==> config.mk <==
export PLATFORM = sky130hd
export DESIGN_NAME = mac_table_controller_flat
export DESIGN_NICKNAME = d
export VERILOG_FILES = /design/src/rtl/mac_table_controller_if.sv /design/src/rtl/mac_table_controller.sv /design/src/flat_wrapper.sv
export SDC_FILE = /design/constraint.sdc
export NUM_CORES = 1
export LEC_CHECK = 0
export ABC_AREA = 1
export CORE_ASPECT_RATIO = 1.1
export CORE_MARGIN = 2
export CORE_UTILIZATION = 35
export CTS_CLUSTER_DIAMETER = 30
export DETAILED_ROUTE_END_ITERATION = 7
export PLACE_DENSITY = 0.72
export REMOVE_ABC_BUFFERS = 1
export SYNTH_ARGS = -nofsm -noshare
export SYNTH_HDL_FRONTEND = slang
export SYNTH_SLANG_ARGS = --single-unit
==> constraint.sdc <==
create_clock -name clock -period 1.7 [get_ports clock]
set_input_delay 0.425 -clock clock [delete_from_list [all_inputs] [get_ports clock]]
set_output_delay 0.425 -clock clock [all_outputs]
set_load 0.03 [all_outputs]
==> src/rtl/mac_table_controller_if.sv <==
// rtl/mac_table_controller_if.sv - request, response and table RAM signals of the MAC table controller
interface mac_table_controller_if #(
    parameter int NUMBER_OF_PORTS = 2,
    parameter int ADDRESS_WIDTH   = $clog2(NUMBER_OF_PORTS) + 1
);
    logic                       learn_request_valid;
    logic                       learn_request_ready;
    logic [47:0]                learn_mac;
    logic [ADDRESS_WIDTH-1:0]   learn_port;
    logic                       lookup_request_valid;
    logic                       lookup_request_ready;
    logic [47:0]                lookup_mac;
    logic [ADDRESS_WIDTH-1:0]   lookup_source_port;
    logic                       lookup_response_valid;
    logic                       lookup_response_ready;
    logic [NUMBER_OF_PORTS-1:0] lookup_port_mask;
    logic                       lookup_hit;
    logic                       table_flush;
    logic [ADDRESS_WIDTH-1:0]   table_read_address;
    logic [47:0]                table_read_data;
    logic                       table_write_enable;
    logic [ADDRESS_WIDTH-1:0]   table_write_address;
    logic [47:0]                table_write_data;

    // Orchestrator and table RAM side
    modport master (
        output learn_request_valid, learn_mac, learn_port,
        output lookup_request_valid, lookup_mac, lookup_source_port,
        output lookup_response_ready, table_flush, table_read_data,
        input  learn_request_ready, lookup_request_ready,
        input  lookup_response_valid, lookup_port_mask, lookup_hit,
        input  table_read_address, table_write_enable, table_write_address, table_write_data
    );

    // Controller side
    modport slave (
        input  learn_request_valid, learn_mac, learn_port,
        input  lookup_request_valid, lookup_mac, lookup_source_port,
        input  lookup_response_ready, table_flush, table_read_data,
        output learn_request_ready, lookup_request_ready,
        output lookup_response_valid, lookup_port_mask, lookup_hit,
        output table_read_address, table_write_enable, table_write_address, table_write_data
    );
endinterface

==> src/rtl/mac_table_controller.sv <==
// rtl/mac_table_controller.sv - learns source MACs and resolves destination MACs to egress port masks
module mac_table_controller #(
    parameter int NUMBER_OF_PORTS    = 2,
    parameter int TABLE_READ_LATENCY = 2,
    parameter int ADDRESS_WIDTH      = $clog2(NUMBER_OF_PORTS) + 1
) (
    input  logic                  clock,
    input  logic                  reset_n,
    mac_table_controller_if.slave bus
);
    typedef enum logic [2:0] {IDLE, LEARN, SCAN, DRAIN, RESPOND} state_t;

    localparam logic [ADDRESS_WIDTH-1:0]   LAST_ADDRESS = ADDRESS_WIDTH'(NUMBER_OF_PORTS - 1);
    localparam logic [ADDRESS_WIDTH-1:0]   PORT_LIMIT   = ADDRESS_WIDTH'(NUMBER_OF_PORTS);
    localparam logic [NUMBER_OF_PORTS-1:0] ALL_PORTS    = '1;

    // One-hot port bit; ports beyond the table shift out and give zero
    function automatic logic [NUMBER_OF_PORTS-1:0] port_bit(input logic [ADDRESS_WIDTH-1:0] port);
        return NUMBER_OF_PORTS'(1) << port;
    endfunction

    state_t                     state;
    logic [NUMBER_OF_PORTS-1:0] valid_bits;
    logic [47:0]                lookup_mac_reg;
    logic [ADDRESS_WIDTH-1:0]   source_port_reg;
    logic                       found;
    logic [ADDRESS_WIDTH-1:0]   found_address;
    logic                       response_valid;
    logic [NUMBER_OF_PORTS-1:0] port_mask;
    logic                       hit;
    logic [ADDRESS_WIDTH-1:0]   read_address;
    logic                       write_enable;
    logic [ADDRESS_WIDTH-1:0]   write_address;
    logic [47:0]                write_data;

    // Address tags travelling alongside the RAM read pipeline
    logic [TABLE_READ_LATENCY-1:0] pipe_valid;
    logic [TABLE_READ_LATENCY-1:0] pipe_last;
    logic [ADDRESS_WIDTH-1:0]      pipe_address [TABLE_READ_LATENCY];

    logic                       tag_valid;
    logic                       tag_last;
    logic [ADDRESS_WIDTH-1:0]   tag_address;
    logic                       match_now;
    logic                       final_hit;
    logic [ADDRESS_WIDTH-1:0]   final_address;

    assign tag_valid   = pipe_valid[TABLE_READ_LATENCY-1];
    assign tag_last    = pipe_last[TABLE_READ_LATENCY-1];
    assign tag_address = pipe_address[TABLE_READ_LATENCY-1];

    // Valid bits are sampled at compare time so a flush mid-scan affects later entries only
    assign match_now     = tag_valid && (bus.table_read_data == lookup_mac_reg)
                           && |(valid_bits & port_bit(tag_address));
    assign final_hit     = found || match_now;
    assign final_address = found ? found_address : tag_address;

    assign bus.learn_request_ready   = (state == IDLE);
    assign bus.lookup_request_ready  = (state == IDLE) && !bus.learn_request_valid;
    assign bus.lookup_response_valid = response_valid;
    assign bus.lookup_port_mask      = port_mask;
    assign bus.lookup_hit            = hit;
    assign bus.table_read_address    = read_address;
    assign bus.table_write_enable    = write_enable;
    assign bus.table_write_address   = write_address;
    assign bus.table_write_data      = write_data;

    // Delay the issued read address by the RAM latency so it lines up with its data
    always_ff @(posedge clock or negedge reset_n) begin
        if (!reset_n) begin
            pipe_valid <= '0;
            pipe_last  <= '0;
            for (int i = 0; i < TABLE_READ_LATENCY; i++) pipe_address[i] <= '0;
        end else begin
            pipe_valid[0]   <= (state == SCAN);
            pipe_last[0]    <= (state == SCAN) && (read_address == LAST_ADDRESS);
            pipe_address[0] <= read_address;
            for (int i = 1; i < TABLE_READ_LATENCY; i++) begin
                pipe_valid[i]   <= pipe_valid[i-1];
                pipe_last[i]    <= pipe_last[i-1];
                pipe_address[i] <= pipe_address[i-1];
            end
        end
    end

    // Entry valid bits: flush clears everything, a real learn write marks its entry
    always_ff @(posedge clock or negedge reset_n) begin
        if (!reset_n) begin
            valid_bits <= '0;
        end else if (bus.table_flush) begin
            valid_bits <= '0;
        end else if (state == LEARN && write_enable) begin
            valid_bits <= valid_bits | port_bit(write_address);
        end
    end

    // Request sequencing with registered table and response outputs
    always_ff @(posedge clock or negedge reset_n) begin
        if (!reset_n) begin
            state           <= IDLE;
            lookup_mac_reg  <= '0;
            source_port_reg <= '0;
            found           <= 1'b0;
            found_address   <= '0;
            response_valid  <= 1'b0;
            port_mask       <= '0;
            hit             <= 1'b0;
            read_address    <= '0;
            write_enable    <= 1'b0;
            write_address   <= '0;
            write_data      <= '0;
        end else begin
            // Entries return in ascending order, so the first match is the lowest index
            if (match_now && !found) begin
                found         <= 1'b1;
                found_address <= tag_address;
            end
            case (state)
                IDLE: begin
                    if (bus.learn_request_valid) begin
                        write_address <= bus.learn_port;
                        write_data    <= bus.learn_mac;
                        write_enable  <= !bus.learn_mac[40] && (bus.learn_port < PORT_LIMIT);
                        state         <= LEARN;
                    end else if (bus.lookup_request_valid) begin
                        lookup_mac_reg  <= bus.lookup_mac;
                        source_port_reg <= bus.lookup_source_port;
                        found           <= 1'b0;
                        if (bus.lookup_mac[40]) begin
                            port_mask      <= ALL_PORTS & ~port_bit(bus.lookup_source_port);
                            hit            <= 1'b0;
                            response_valid <= 1'b1;
                            state          <= RESPOND;
                        end else begin
                            read_address <= '0;
                            state        <= SCAN;
                        end
                    end
                end
                LEARN: begin
                    write_enable <= 1'b0;
                    state        <= IDLE;
                end
                SCAN: begin
                    if (read_address == LAST_ADDRESS) begin
                        state <= DRAIN;
                    end else begin
                        read_address <= read_address + ADDRESS_WIDTH'(1);
                    end
                end
                DRAIN: begin
                    if (tag_valid && tag_last) begin
                        if (!final_hit) begin
                            port_mask <= ALL_PORTS & ~port_bit(source_port_reg);
                            hit       <= 1'b0;
                        end else if (final_address == source_port_reg) begin
                            port_mask <= '0;
                            hit       <= 1'b1;
                        end else begin
                            port_mask <= port_bit(final_address);
                            hit       <= 1'b1;
                        end
                        response_valid <= 1'b1;
                        state          <= RESPOND;
                    end
                end
                RESPOND: begin
                    if (bus.lookup_response_ready) begin
                        response_valid <= 1'b0;
                        state          <= IDLE;
                    end
                end
                default: state <= IDLE;
            endcase
        end
    end
endmodule
==> src/flat_wrapper.sv <==
// flat-port wrapper written by rule: the top's interface ports become plain ports
module mac_table_controller_flat 
#(
    parameter int NUMBER_OF_PORTS    = 2,
    parameter int TABLE_READ_LATENCY = 2,
    parameter int ADDRESS_WIDTH      = $clog2(NUMBER_OF_PORTS) + 1
)
  (clock, reset_n, bus_learn_request_valid, bus_learn_mac, bus_learn_port, bus_lookup_request_valid, bus_lookup_mac, bus_lookup_source_port, bus_lookup_response_ready, bus_table_flush, bus_table_read_data, bus_learn_request_ready, bus_lookup_request_ready, bus_lookup_response_valid, bus_lookup_port_mask, bus_lookup_hit, bus_table_read_address, bus_table_write_enable, bus_table_write_address, bus_table_write_data);
  mac_table_controller_if #(.NUMBER_OF_PORTS(NUMBER_OF_PORTS), .ADDRESS_WIDTH(ADDRESS_WIDTH)) bus_i ();
  input  logic clock;
  input  logic reset_n;
  input wire logic [$bits(bus_i.learn_request_valid)-1:0] bus_learn_request_valid;
  input wire logic [$bits(bus_i.learn_mac)-1:0] bus_learn_mac;
  input wire logic [$bits(bus_i.learn_port)-1:0] bus_learn_port;
  input wire logic [$bits(bus_i.lookup_request_valid)-1:0] bus_lookup_request_valid;
  input wire logic [$bits(bus_i.lookup_mac)-1:0] bus_lookup_mac;
  input wire logic [$bits(bus_i.lookup_source_port)-1:0] bus_lookup_source_port;
  input wire logic [$bits(bus_i.lookup_response_ready)-1:0] bus_lookup_response_ready;
  input wire logic [$bits(bus_i.table_flush)-1:0] bus_table_flush;
  input wire logic [$bits(bus_i.table_read_data)-1:0] bus_table_read_data;
  output wire logic [$bits(bus_i.learn_request_ready)-1:0] bus_learn_request_ready;
  output wire logic [$bits(bus_i.lookup_request_ready)-1:0] bus_lookup_request_ready;
  output wire logic [$bits(bus_i.lookup_response_valid)-1:0] bus_lookup_response_valid;
  output wire logic [$bits(bus_i.lookup_port_mask)-1:0] bus_lookup_port_mask;
  output wire logic [$bits(bus_i.lookup_hit)-1:0] bus_lookup_hit;
  output wire logic [$bits(bus_i.table_read_address)-1:0] bus_table_read_address;
  output wire logic [$bits(bus_i.table_write_enable)-1:0] bus_table_write_enable;
  output wire logic [$bits(bus_i.table_write_address)-1:0] bus_table_write_address;
  output wire logic [$bits(bus_i.table_write_data)-1:0] bus_table_write_data;
  assign bus_i.learn_request_valid = bus_learn_request_valid;
  assign bus_i.learn_mac = bus_learn_mac;
  assign bus_i.learn_port = bus_learn_port;
  assign bus_i.lookup_request_valid = bus_lookup_request_valid;
  assign bus_i.lookup_mac = bus_lookup_mac;
  assign bus_i.lookup_source_port = bus_lookup_source_port;
  assign bus_i.lookup_response_ready = bus_lookup_response_ready;
  assign bus_i.table_flush = bus_table_flush;
  assign bus_i.table_read_data = bus_table_read_data;
  assign bus_learn_request_ready = bus_i.learn_request_ready;
  assign bus_lookup_request_ready = bus_i.lookup_request_ready;
  assign bus_lookup_response_valid = bus_i.lookup_response_valid;
  assign bus_lookup_port_mask = bus_i.lookup_port_mask;
  assign bus_lookup_hit = bus_i.lookup_hit;
  assign bus_table_read_address = bus_i.table_read_address;
  assign bus_table_write_enable = bus_i.table_write_enable;
  assign bus_table_write_address = bus_i.table_write_address;
  assign bus_table_write_data = bus_i.table_write_data;
  mac_table_controller #(.NUMBER_OF_PORTS(NUMBER_OF_PORTS), .TABLE_READ_LATENCY(TABLE_READ_LATENCY), .ADDRESS_WIDTH(ADDRESS_WIDTH)) u_core (.clock(clock), .reset_n(reset_n), .bus(bus_i));
endmodule
==> results.sh, run 1 <==
export IMPL_status="complete, but fails checks"
export IMPL_violations="setup timing"
export IMPL_path_max_fanout=3
export IMPL_required_ns=1.27
export IMPL_crit_buf_inv=1
export IMPL_vdd_ir_drop_max_mv=1.14
export IMPL_tightest_slew_ns=0.357
export IMPL_worst_clock_skew_ns=0.0109
export IMPL_max_freq_mhz=586
export IMPL_antenna_found_initial=0
export IMPL_stdcell_area_um2=8880
export IMPL_synthMostInstantiatedCell="nand2_1"
export IMPL_synth_edff_count=0
export IMPL_wl_per_cell_um=13.1
export IMPL_setup_worst_path_end_class="output pin"
export IMPL_synth_area_leader_cell="dfrtp_1"
export IMPL_multi_input_area_um2=2190
export IMPL_reg2regPathDepth=9
export IMPL_min_period_ns=1.71
export IMPL_drv_cap=0
export IMPL_period_share_pct=100
export IMPL_crit_cells=4
export IMPL_worst_ep_arrival_time_ns=1.28
export IMPL_clk_latency_ns=0.42
export IMPL_worstSetupEndpoint="bus_lookup_request_ready"
export IMPL_dp_hpwl_um=11200
export IMPL_relSlewSlack_pct=76.3
export IMPL_drt_iter0_markers=227
export IMPL_leakage_uw=0.00460
export IMPL_critPathMaxStageDelay_ns=0.40
export IMPL_syn_avg_cell_area_um2=7.74
export IMPL_diodes=0
export IMPL_grt_overflow=0
export IMPL_synth_cells=727
export IMPL_rows=48
export IMPL_die_h_um=137
export IMPL_hp_class="flip-flop to flip-flop"
export IMPL_synthArstFlopShare_pct=100
export IMPL_rr_endpoint="u_core.bus.lookup_port_mask[1]"
export IMPL_drt_first_pass_iters=4
export IMPL_core_area_um2=15700
export IMPL_ys_seq_area_share_pct=54.7
export IMPL_grt_usage_pct=18.7
export IMPL_crit_top_cell="nor2_4"
export IMPL_rsz0062_at_grt="yes"
export IMPL_io_buffers=212
export IMPL_fin_ws_ns=-0.00699
export IMPL_drv_slew=0
export IMPL_nNetsFinal=1122
export IMPL_clockRootBuffer="clkbuf_16"
export IMPL_hold_slack_ns=0.347
export IMPL_syn_to_final_growth_pct=57.7
export IMPL_hold_violations=0
export IMPL_setup_violations=1
export IMPL_synth_seq_cells=123
export IMPL_cts_tree="done"
export IMPL_initial_core_util_pct=35.8
export IMPL_synth_top_area_share_pct=54.7
export IMPL_clock_sinks=123
export IMPL_via_per_inst=4.42
export IMPL_cp_cell_sequence="nor2_4, nand2_4, nor2_4, buf_6"
export IMPL_first_global_vias=5302
export IMPL_ys_warn_count=0
export IMPL_gp_congestion=0.829
export IMPL_grt_max_degree=65
export IMPL_reg2reg_slack_ns=0.11
export IMPL_clockBufferDepth=2
export IMPL_io_pins=213
export IMPL_synth_top_flop_cell="dfrtp_1"
export IMPL_power_density_nw_per_um2=1730
export IMPL_die_area_um2=17100
export IMPL_yosys_top_cells_count="nand2_1 (356), dfrtp_1 (123), inv_1 (77), nor2_1 (49), o21ai_0 (38)"
export IMPL_fillers=1476
export IMPL_seqCellArea_um2=3080
export IMPL_startpoint="u_core.state[0]"
export IMPL_drc=0
export IMPL_numCtsBuffers=17
export IMPL_synthTopCellsByArea="dfrtp_1 (55%), nand2_1 (24%), inv_1 (5.1%), o21ai_0 (3.4%), nor2_1 (3.3%)"
export IMPL_crit_path_start_kind="flip-flop"
export IMPL_drive_gt1_share_pct=10.2
export IMPL_syn_cell_area_um2=5630
export IMPL_cts_htree_levels=4
export IMPL_slowest_stage="dfrtp_1"
export IMPL_worstHoldStart="u_core.pipe_last[0]"
export IMPL_chipWidth_um=125
export IMPL_grt_pass1_wl_um=25000
export IMPL_vias=5210
export IMPL_timing_rr_start="u_core.state[0]"
export IMPL_crit_family="flip-flops"
export IMPL_drtAntennaViolNets=0
export IMPL_yosysUniqueCellTypes=27
export IMPL_crit_type="flip-flop to output pin"
export IMPL_totalWireLength_um=15500
export IMPL_clkTransAtPathRegs_ns=0.06
export IMPL_placed_cell_area_um2=8120
-- cell usage in the layout (no fill, tap or decap) --
cell,instances
clkinv_2,1
xnor2_1,14
buf_6,2
nand3_2,1
nand3_1,10
nand4_1,2
buf_4,24
dlygate4sd2_1,56
a21oi_2,2
dlymetal6s2s_1,4
clkbuf_1,1
a21oi_1,6
nand2_4,2
dlygate4sd3_1,1
clkinv_4,5
o21ai_0,38
or2_2,5
ha_1,1
nor2_2,8
clkdlybuf4s15_1,3
bufinv_16,7
nor3_2,2
clkbuf_16,17
mux2i_1,2
dfrtp_1,123
nor2_1,40
nor2_4,3
buf_12,5
or2_1,1
nor4_4,1
clkdlybuf4s50_1,146
inv_2,5
inv_1,77
nand2_1,351
inv_6,1
nand2_2,8
inv_4,1
o31ai_1,2
o21ai_1,2
-- area by class of cell --
type                       count  share of cell area [%]
timing repair buffer         241                    26.4
multi-input combinational    501                    24.7
inverter                      83                    3.54
sequential                   123                    34.7
clock inverter                14                    3.02
clock buffer                  18                    4.83
tap                          200                    2.82
-- worst register-to-register path, cell delays in order (launching register included) --
cell and delay, ns:
dfrtp_1 0.40, buf_4 0.16, nand3_2 0.09, inv_2 0.07, nand2_2 0.07, nand2_2 0.07
nor4_4 0.24, nand2_2 0.15, nor2_2 0.14, a21oi_2 0.07
-- what timing repair did --
item	4_1_cts	5_1_grt
pin swaps	9	15
hold endpoints to repair	1	0
hold buffers	1	0
gates resized for setup	69	19
buffers inserted	5	2
cloned	0	0
endpoints found under the setup margin	62	14
-- how the worst min path moves through the flow --
| stage | end | slack [ns] | depth (start not counted) |
|---|---|---|---|
| 2_1_floorplan | u_core.bus.lookup_hit | 0.13 | 0 |
| 3_3_place_gp | u_core.lookup_mac_reg[39] | 0.23 | 1 |
| 3_5_place_dp | u_core.lookup_mac_reg[39] | 0.23 | 1 |
| 4_1_cts | u_core.lookup_mac_reg[39] | 0.34 | 2 |
| 5_1_grt | u_core.lookup_mac_reg[39] | 0.34 | 2 |
| 6_report | u_core.pipe_last[1] | 0.35 | 0 |
-- routing by layer --
layer  share of wire, %  global-route usage (%)  vias to the layer above
met3                9.8                    8.17                       22
met5                  0                       0                        -
met1                 43                    22.0                     2328
met2                 45                    30.4                      198
met4                1.9                    6.91                        0
li1                   -                       -                     2662
-- report_power, final --
part,switching (uW),internal [uW]
sequential,733,4230
combinational,3770,2370
clock,1360,2910
total,5860,9510
-- stage by stage --
stage / power [uW] / TNS, ns / setup slack [ns] / util, % / std cells
6_report: 15400 / -0.00699 / -0.00699 / 56.4 / 1180
3_5_place_dp: 11500 / -8.32 / -0.550 / 51.6 / 1141
2_1_floorplan: 8630 / -30.62 / -0.520 / - / 707
5_1_grt: 16500 / -0.153 / -0.0836 / 56.4 / 1180
3_3_place_gp: 11300 / -7.79 / -0.518 / 51.6 / 1141
4_1_cts: 15500 / -0.0593 / -0.0593 / 56.0 / 1178
-- cells by family (layout without fill, tap and decap cells) --
family / count (synthesis) / count (layout) / synth area share (%)
buf+inv: 103 / 356 / 7.42
xor+xnor: 14 / 14 / 2.18
flops: 123 / 123 / 54.7
mux: 2 / 2 / 0.356
fa+ha+maj: 1 / 1 / 0.222
compound gates: 50 / 50 / 4.67
simple gates: 434 / 434 / 30.5
(Power assumes the default switching activity.)
==> run 2: changes to the inputs <==
--- a/config.mk
+++ b/config.mk
@@ -16,3 +16,4 @@
 export SYNTH_ARGS = -nofsm -noshare
 export SYNTH_HDL_FRONTEND = slang
 export SYNTH_SLANG_ARGS = --single-unit
+export TNS_END_PERCENT = 10
==> results.sh, run 2 (same netlist as run 1, synthesis figures left out) <==
export IMPL_nNetsFinal=1120
export IMPL_highest_layer="met4"
export IMPL_diodes=0
export IMPL_multi_input_area_um2=2180
export IMPL_reg2reg_slack_ns=0.07
export IMPL_initial_core_util_pct=35.8
export IMPL_seqCellArea_um2=3080
export IMPL_drt_first_pass_iters=4
export IMPL_rows=48
export IMPL_power_density_nw_per_um2=1730
export IMPL_chipWidth_um=125
export IMPL_worst_ep_arrival_time_ns=1.27
export IMPL_tightest_slew_ns=0.357
export IMPL_max_freq_mhz=591
export IMPL_io_buffers=212
export IMPL_startpoint="u_core.state[0]"
export IMPL_numCtsBuffers=17
export IMPL_die_area_um2=17100
export IMPL_dp_hpwl_um=11200
export IMPL_grt_max_degree=65
export IMPL_die_h_um=137
export IMPL_min_period_ns=1.69
export IMPL_drc=0
export IMPL_layout_common_cells="nand2_1 (353), clkdlybuf4s50_1 (149), dfrtp_1 (123)"
export IMPL_grt_overflow=0
export IMPL_hold_violations=0
export IMPL_drtAntennaViolNets=0
export IMPL_worstHoldStart="u_core.pipe_last[0]"
export IMPL_power_uw=15300
export IMPL_gp_congestion=0.829
export IMPL_vdd_ir_drop_max_mv=1.14
export IMPL_vias=5197
export IMPL_io_pins=213
export IMPL_relSlewSlack_pct=76.3
export IMPL_via_per_inst=4.41
export IMPL_cts_htree_levels=4
export IMPL_final_common_cell="nand2_1"
export IMPL_fillers=1473
export IMPL_clock_sinks=123
export IMPL_crit_type="flip-flop to output pin"
export IMPL_path_max_fanout=3
export IMPL_wl_met2_um=6990
export IMPL_required_ns=1.27
export IMPL_met1_length_um=6600
export IMPL_clk_latency_ns=0.42
export IMPL_wl_met3_um=1530
export IMPL_antenna_found_initial=0
export IMPL_core_area_um2=15700
export IMPL_cts_tree="done"
export IMPL_drt_iter0_markers=188
export IMPL_grt_pass1_wl_um=25000
export IMPL_setup_worst_path_end_class="output pin"
export IMPL_placed_cell_area_um2=8120
export IMPL_clockRootBuffer="clkbuf_16"
export IMPL_status="complete, no violations"
export IMPL_drive_gt1_share_pct=9.71
export IMPL_clkTransAtPathRegs_ns=0.06
export IMPL_drv_cap=0
export IMPL_leakage_uw=0.00458
export IMPL_totalWireLength_um=15400
export IMPL_setup_violations=0
export IMPL_timing_rr_start="u_core.state[0]"
export IMPL_hp_class="flip-flop to flip-flop"
export IMPL_clockBufferDepth=2
export IMPL_period_share_pct=99.5
export IMPL_stdcell_area_um2=8850
export IMPL_syn_to_final_growth_pct=57.2
export IMPL_first_global_vias=5298
export IMPL_rsz0062_at_grt="yes"
export IMPL_crit_path_start_kind="flip-flop"
export IMPL_grt_usage_pct=18.6
export IMPL_worst_clock_skew_ns=0.0104
export IMPL_wl_per_cell_um=13.1
export IMPL_drv_slew=0
==> run 2: cell type report <==
| cell class | count | area share (%) |
|---|---|---|
| Sequential cell | 123 | 34.8 |
| Clock buffer | 18 | 4.85 |
| Multi-Input combinational cell | 501 | 24.7 |
| Inverter | 83 | 3.52 |
| Tap cell | 200 | 2.83 |
| Clock inverter | 14 | 3.03 |
| Timing Repair Buffer | 239 | 26.3 |
==> run 2: final timing paths <==
path	to	cells after the start
worst max-delay path	bus_lookup_request_ready	4
worst min-delay path	u_core.pipe_last[1]	0
worst max register to register	u_core.bus.lookup_port_mask[1]	10
worst min register to register	u_core.pipe_last[1]	0
max in group asynchronous	u_core.bus.table_write_data[42]	3
min in group asynchronous	u_core.lookup_mac_reg[39]	2
==> run 2: power by group <==
part           internal [uW]  switching, uW  total [uW]
registers               4230            733        4960
clock network           2910           1350        4260
logic                   2350           3750        6100
==> run 2: stage by stage <==
step	setup TNS [ns]	instances	utilization (%)	hold WS [ns]	setup slack, ns
global placement	-7.79	1141	51.6	0.233	-0.518
global route	-0.241	1178	56.2	0.339	-0.0653
CTS	-0.0767	1178	56.0	0.338	-0.0494
floorplan	-30.62	707	-	0.129	-0.520
finish	0	1178	56.2	0.346	0.00858
detailed placement	-8.32	1141	51.6	0.232	-0.550
==> run 2: repair_timing <==
item,CTS,global route
setup endpoints to repair,62,14
pin swaps,3,9
endpoints found under the hold margin,1,0
gates resized for setup,64,18
hold buffers,1,0
setup buffers,5,0
==> run 2: critical path: stages (launching register included) <==
cell     delay, ns
dfrtp_1       0.41
nor2_4        0.14
nand2_4       0.08
nor2_4        0.09
buf_6         0.14
==> run 2: per-layer routing <==
metal,vias up,GRT usage [%]
met3,22,8.17
met1,2320,22.0
met4,0,6.91
li1,2661,-
met5,-,0
met2,194,30.4
